### src/rtl/prefix_pkg.sv
`default_nettype none
// ----------------------------------------------------------------------------
// prefix_pkg: shared scan-mode type and width-generic saturating adder
// Rev 1.0
// ----------------------------------------------------------------------------
package prefix_pkg;

  typedef enum logic {
    INCL = 1'b0,
    EXCL = 1'b1
  } scan_mode_e;

  localparam int unsigned c_ADD_MAX_W = 64;
  localparam logic [c_ADD_MAX_W:0] c_ONE = {{c_ADD_MAX_W{1'b0}}, 1'b1};

  // Adds two width-bit values held zero-extended in c_ADD_MAX_W bits; ovf flags a
  // true sum above 2^width-1, and the result either wraps or clamps.
  function automatic logic [c_ADD_MAX_W-1:0] sat_add(
    input  logic [c_ADD_MAX_W-1:0] a,
    input  logic [c_ADD_MAX_W-1:0] b,
    input  int unsigned            width,
    input  logic                   sat,
    output logic                   ovf
  );
    logic [c_ADD_MAX_W:0] full;
    logic [c_ADD_MAX_W:0] lim;
    full = {1'b0, a} + {1'b0, b};
    lim  = (c_ONE << width) - c_ONE;
    ovf  = (full > lim);
    if (!ovf) begin
      sat_add = full[c_ADD_MAX_W-1:0];
    end else if (sat) begin
      sat_add = lim[c_ADD_MAX_W-1:0];
    end else begin
      sat_add = full[c_ADD_MAX_W-1:0] & lim[c_ADD_MAX_W-1:0];
    end
  endfunction

endpackage
`default_nettype wire

### src/rtl/prefix_scan_comb.sv
`default_nettype none
// ----------------------------------------------------------------------------
// prefix_scan_comb: combinational inclusive scan across the lanes of one beat
// Rev 1.0
// ----------------------------------------------------------------------------
module prefix_scan_comb
  import prefix_pkg::*;
#(
  parameter int WIDTH    = 32,
  parameter int LANES    = 4,
  parameter int SATURATE = 0
) (
  input  logic [LANES*WIDTH-1:0] i_data,
  output logic [LANES*WIDTH-1:0] o_part,
  output logic [WIDTH-1:0]       o_total,
  output logic                   o_ovf
);

  logic [WIDTH-1:0] w_acc [LANES];
  logic [LANES-1:0] w_ovf;

  always_comb begin
    for (int i = 0; i < LANES; i++) begin
      w_acc[i] = '0;
      w_ovf[i] = 1'b0;
    end
    w_acc[0] = i_data[WIDTH-1:0];
    for (int i = 1; i < LANES; i++) begin
      w_acc[i] = WIDTH'(sat_add(c_ADD_MAX_W'(w_acc[i-1]),
                                c_ADD_MAX_W'(i_data[i*WIDTH +: WIDTH]),
                                WIDTH, (SATURATE != 0), w_ovf[i]));
    end
  end

  for (genvar i = 0; i < LANES; i++) begin : g_pack
    assign o_part[i*WIDTH +: WIDTH] = w_acc[i];
  end

  assign o_total = w_acc[LANES-1];
  assign o_ovf   = |w_ovf;

endmodule
`default_nettype wire

### src/rtl/prefix_scan_pipe.sv
`default_nettype none
// ----------------------------------------------------------------------------
// prefix_scan_pipe: two-stage segmented prefix-sum pipeline with valid/ready
// Rev 1.0
// ----------------------------------------------------------------------------
module prefix_scan_pipe
  import prefix_pkg::*;
#(
  parameter int WIDTH    = 32,
  parameter int LANES    = 4,
  parameter int SATURATE = 0
) (
  input  logic                   clk,
  input  logic                   rst_n,
  input  logic                   IN_valid,
  output logic                   IN_ready,
  input  logic [LANES*WIDTH-1:0] IN_data,
  input  logic                   IN_last,
  input  logic                   IN_excl,
  input  logic                   IN_clear,
  output logic                   OUT_valid,
  input  logic                   OUT_ready,
  output logic [LANES*WIDTH-1:0] OUT_data,
  output logic                   OUT_last,
  output logic                   OUT_ovf
);

  logic                   r_s1_valid;
  logic [LANES*WIDTH-1:0] r_s1_part;
  logic [WIDTH-1:0]       r_s1_total;
  logic                   r_s1_ovf;
  logic                   r_s1_last;
  scan_mode_e             r_s1_mode;

  logic                   r_out_valid;
  logic [LANES*WIDTH-1:0] r_out_data;
  logic                   r_out_last;
  logic                   r_out_ovf;
  logic [WIDTH-1:0]       r_carry;

  logic [LANES*WIDTH-1:0] w_part;
  logic [WIDTH-1:0]       w_total;
  logic                   w_intra_ovf;
  logic [LANES*WIDTH-1:0] w_lane_sum;
  logic [LANES-1:0]       w_lane_ovf;
  logic [WIDTH-1:0]       w_carry_next;
  logic                   w_carry_ovf;
  logic                   w_s2_adv;
  logic                   w_s1_adv;
  logic                   w_accept;

  prefix_scan_comb #(
    .WIDTH    (WIDTH),
    .LANES    (LANES),
    .SATURATE (SATURATE)
  ) u_scan (
    .i_data  (IN_data),
    .o_part  (w_part),
    .o_total (w_total),
    .o_ovf   (w_intra_ovf)
  );

  assign w_s2_adv = !r_out_valid || OUT_ready;
  assign w_s1_adv = r_s1_valid && w_s2_adv;
  // Gated by rst_n so the port reads 0 while reset is held.
  assign IN_ready = rst_n && !IN_clear && (!r_s1_valid || w_s1_adv);
  assign w_accept = IN_valid && IN_ready;

  // Exclusive lane i takes the inclusive partial of lane i-1; lane 0 gets only the carry.
  for (genvar i = 0; i < LANES; i++) begin : g_lane
    logic [WIDTH-1:0] w_base;
    logic [WIDTH-1:0] w_sum;
    logic             w_ov;
    if (i == 0) begin : g_first
      assign w_base = (r_s1_mode == EXCL) ? '0 : r_s1_part[WIDTH-1:0];
    end else begin : g_rest
      assign w_base = (r_s1_mode == EXCL) ? r_s1_part[(i-1)*WIDTH +: WIDTH]
                                          : r_s1_part[i*WIDTH +: WIDTH];
    end
    always_comb begin
      w_sum = WIDTH'(sat_add(c_ADD_MAX_W'(r_carry), c_ADD_MAX_W'(w_base),
                             WIDTH, (SATURATE != 0), w_ov));
    end
    assign w_lane_sum[i*WIDTH +: WIDTH] = w_sum;
    assign w_lane_ovf[i]                = w_ov;
  end

  always_comb begin
    w_carry_next = WIDTH'(sat_add(c_ADD_MAX_W'(r_carry), c_ADD_MAX_W'(r_s1_total),
                                  WIDTH, (SATURATE != 0), w_carry_ovf));
  end

  always_ff @(posedge clk or negedge rst_n) begin
    if (!rst_n) begin
      r_s1_valid <= 1'b0;
      r_s1_part  <= '0;
      r_s1_total <= '0;
      r_s1_ovf   <= 1'b0;
      r_s1_last  <= 1'b0;
      r_s1_mode  <= INCL;
    end else if (IN_clear) begin
      r_s1_valid <= 1'b0;
    end else if (w_accept) begin
      r_s1_valid <= 1'b1;
      r_s1_part  <= w_part;
      r_s1_total <= w_total;
      r_s1_ovf   <= w_intra_ovf;
      r_s1_last  <= IN_last;
      r_s1_mode  <= scan_mode_e'(IN_excl);
    end else if (w_s1_adv) begin
      r_s1_valid <= 1'b0;
    end
  end

  always_ff @(posedge clk or negedge rst_n) begin
    if (!rst_n) begin
      r_out_valid <= 1'b0;
      r_out_data  <= '0;
      r_out_last  <= 1'b0;
      r_out_ovf   <= 1'b0;
      r_carry     <= '0;
    end else if (IN_clear) begin
      r_out_valid <= 1'b0;
      r_carry     <= '0;
    end else if (w_s1_adv) begin
      r_out_valid <= 1'b1;
      r_out_data  <= w_lane_sum;
      r_out_last  <= r_s1_last;
      r_out_ovf   <= r_s1_ovf || (|w_lane_ovf) || w_carry_ovf;
      r_carry     <= r_s1_last ? '0 : w_carry_next;
    end else if (w_s2_adv) begin
      r_out_valid <= 1'b0;
    end
  end

  assign OUT_valid = r_out_valid;
  assign OUT_data  = r_out_data;
  assign OUT_last  = r_out_last;
  assign OUT_ovf   = r_out_ovf;

endmodule
`default_nettype wire

### config.mk
export PLATFORM = sky130hd
export DESIGN_NAME = prefix_scan_pipe
export DESIGN_NICKNAME = d
export VERILOG_FILES = /design/src/rtl/prefix_pkg.sv /design/src/rtl/prefix_scan_comb.sv /design/src/rtl/prefix_scan_pipe.sv
export SDC_FILE = /design/constraint.sdc
export NUM_CORES = 1
export LEC_CHECK = 0
export CORE_ASPECT_RATIO = 0.75
export CORE_MARGIN = 2
export CORE_UTILIZATION = 30
export DETAILED_ROUTE_END_ITERATION = 10
export GPL_ROUTABILITY_DRIVEN = 0
export SLEW_MARGIN = 15
export SYNTH_ARGS = -nofsm -noshare
export SYNTH_HDL_FRONTEND = slang
export SYNTH_SLANG_ARGS = --single-unit
### constraint.sdc
create_clock -name clk -period 4.2 [get_ports clk]
set_input_delay 0.84 -clock clk [delete_from_list [all_inputs] [get_ports clk]]
set_output_delay 0.84 -clock clk [all_outputs]
set_load 0.02 [all_outputs]
==> flow_summary.yaml <==
floorplanning:
  io_pins: 267
  initial_core_util_pct: 30.2
  fp.dieH_um: 250
  core_area_um2: 80200
  dieWidth_um: 332
  rows: 90
  die_area_um2: 83100
setup_path:
  slowest_stage: "or4_1"
  cp.required_ns: 4.62
  worstSetupEndpoint: "r_s1_part[127]"
  crit_start: "IN_data[32]"
  worstSetupPathType: "in -> reg"
  r2r_start: "r_s1_mode"
  reg2reg_to: "OUT_data[127]"
  crit_path_start_kind: "input pin"
  rrSetupSlack_ns: 0.15
  worst_setup_path_end_kind: "flip-flop"
  rr_worst_depth: 14
  worst_path_largest_cell_delay_ns: 0.47
  worstPathMaxFanout: 3
  critPathArrivalTime_ns: 5.95
routing:
  wire_per_inst_um: 18.5
  drt_wl_total_um: 84600
  num_vias: 23100
  drt_iter0_markers: 1632
  route.detailed.drc: 0
  drt_first_pass_iters: 8
  detail_route.vias_per_cell: 5.05
  drtAntennaViolNets: 0
power:
  p_leak_uw: 0.0160
  p_total_uw: 18900
  ir_drop_mv: 0.288
  cellPowerDensity_nw_per_um2: 565
logic_synthesis:
  synth_ff_type: "dfrtp_1"
  yosys_warnings: 0
  synthXorXnorAreaFrac_pct: 7.63
  synth_top_family_by_area: "compound AO/OA/AOI/OAI gates"
  syn_area_um2: 24200
  synth.distinct_cells: 84
  syn_inst: 2849
  syn-mean-instance-area_um2: 8.50
  synth-seq-area-share_pct: 30.5
  post_synth_mux_area_share_pct: 5.15
  async_reset_ff_share_pct: 100
  synth_compound_area_share_pct: 23.6
  ys_seq_elements: 295
  synthAdderAreaFrac_pct: 13.9
  synth-simple-area-share_pct: 16.7
  synth_edf_count: 0
  synth_nets: 3249
timing:
  finalCriticalPeriod_ns: 5.53
  hold_violations: 0
  layout_setup_ws_ns: -1.33
  rsz0062_at_grt: "true"
  setup_viol: 28
  worst_pin_slew_ns: 0.870
  skew_ns: 0.0208
  max_slew_margin_pct: 42.0
  period_share_pct: 132
  slew_viol_final: 0
  timing.hold.ws_ns: 0.408
  max_freq_mhz: 181
job:
  drv_cap: 0
placement:
  port_buffers: 266
  pre_cts_slack_ns: -2.54
  hpwl_um: 68200
  dp.cells: 4448
global_route:
  grt_pass1_wl_um: 129000
  grt_usage_pct: 19.8
  grt_overflow: 0
  grt_max_degree: 184
  grt_pass1_vias: 22200
  antenna_found_initial: 20
clock_network:
  ctsHoldBuffers: 0
  cts_tree: "built"
  h-tree-depth: 2
  cts-root-buf: "clkbuf_16"
  clockBufferDepth: 3
  cts.sinks: 295
  clk_pin_slew_worst_paths_ns: 0.06
  clk_latency_ns: 0.56
  cts_buffers: 37
final_layout:
  multi_input_area_um2: 17400
  drive_gt1_share_pct: 23.2
  fill_cells: 7987
  final_nets: 3878
  final-seq-area_um2: 7390
  layoutNonFillerInstCount: 4565
  area_delta_synth_final_pct: 38.3
hold_path:
  hp-class: "in -> async"
run_status:
  status: "finished, violations left"
  failed_checks: "negative setup slack"
placed cells by master, fill, tap and decap left out, drive strengths merged, types with 23 or more instances in the layout:
cell type,n
a211oi,29
a21o,131
a21oi,215
a22o,32
a31oi,27
and3,23
buf,440
clkbuf,49
clkdlybuf4s50,235
dfrtp,295
ha,257
inv,57
mux2,109
nand2,542
nand2b,42
nand3,36
nand4,25
nor2,111
nor2b,60
o21a,37
o21ai,276
o31ai,25
xnor2,109
xor2,102
logic make-up after synthesis:
kind of cell | after synthesis
simple gates | 911
mux | 111
compound gates | 895
buf+inv | 161
xor+xnor | 211
fa+ha+maj | 265
flops | 295
sequential cells by signal (all words and copies together), names as in the netlist:
signal and cells:
OUT_data 128, r_s1_part 128, r_carry 32, OUT_last 1
OUT_ovf 1, OUT_valid 1, r_s1_last 1, r_s1_mode 1
r_s1_ovf 1, r_s1_valid 1
through the flow:
step	TNS, ns	cell area [um^2]	utilization, %
floorplan	-20.51	24400	-
global placement	-64.79	31000	38.7
detailed placement	-69.39	31000	38.7
CTS	-21.18	33100	41.3
global route	-26.16	33500	41.8
finish	-20.07	33500	41.8
worst max-delay path, delay by kind of cell:
kind / cells / cell delay [ns]
AOI/OAI and AO/OA: 13 / 2.40
and+or+nand+nor: 6 / 1.10
adders and majority gates: 4 / 0.93
xor gates and xnor gates: 3 / 0.42
buffers and inverters: 3 / 0.25
per-layer routing:
| metal | global-route usage, % | wire (um) | vias to the layer above |
|---|---|---|---|
| li1 | - | - | 11600 |
| met1 | 32.0 | 45200 | 10700 |
| met2 | 26.6 | 32100 | 659 |
| met3 | 3.63 | 5650 | 111 |
| met4 | 3.61 | 1500 | 24 |
| met5 | 0 | 149 | - |
Yosys cell counts, types with 32 or more instances:
library cell / instances / area [um^2]
o21ai_1: 57 / 285
o21ai_0: 217 / 1090
inv_1: 55 / 206
nor2b_1: 60 / 375
nand3_1: 36 / 180
a21o_1: 131 / 983
xor2_1: 102 / 893
ha_1: 257 / 3220
nand2_1: 542 / 2030
a21oi_1: 212 / 1060
xnor2_1: 109 / 955
a22o_1: 32 / 280
o21a_1: 37 / 278
mux2_2: 109 / 1230
nor2_1: 111 / 417
dfrtp_1: 295 / 7380
clkbuf_1: 102 / 383
nand2b_1: 42 / 263
worst min-delay path by stage:
| stage | end | depth (start not counted) |
|---|---|---|
| floorplan | r_s1_part[0] | 2 |
| global placement | OUT_data[48] | 2 |
| detailed placement | OUT_data[33] | 2 |
| CTS | OUT_data[119] | 2 |
| global route | OUT_data[126] | 2 |
| finish | OUT_data[54] | 2 |
report_power, final:
part | total (uW) | internal (uW) | switching [uW]
logic | 11000 | 5310 | 5650
clock network | 3320 | 2000 | 1320
registers | 4650 | 3740 | 910
total | 18900 | 11000 | 7880
final cells by class:
cell class	count	share of cell area, %
clock buffer	45	2.97
multi-input combinational	2393	51.8
inverter	55	0.616
clock inverter	18	0.695
timing repair buffer	696	17.8
antenna	5	0.0373
sequential	295	22.0
tap	1058	3.95
repair_timing:
action                     CTS  global route
setup buffers               42            18
setup endpoints to repair   42            41
pin swaps                  122            91
gates resized for setup    198            76
gates cloned                 0             0
Note: power is estimated with default switching activity, not from simulation.
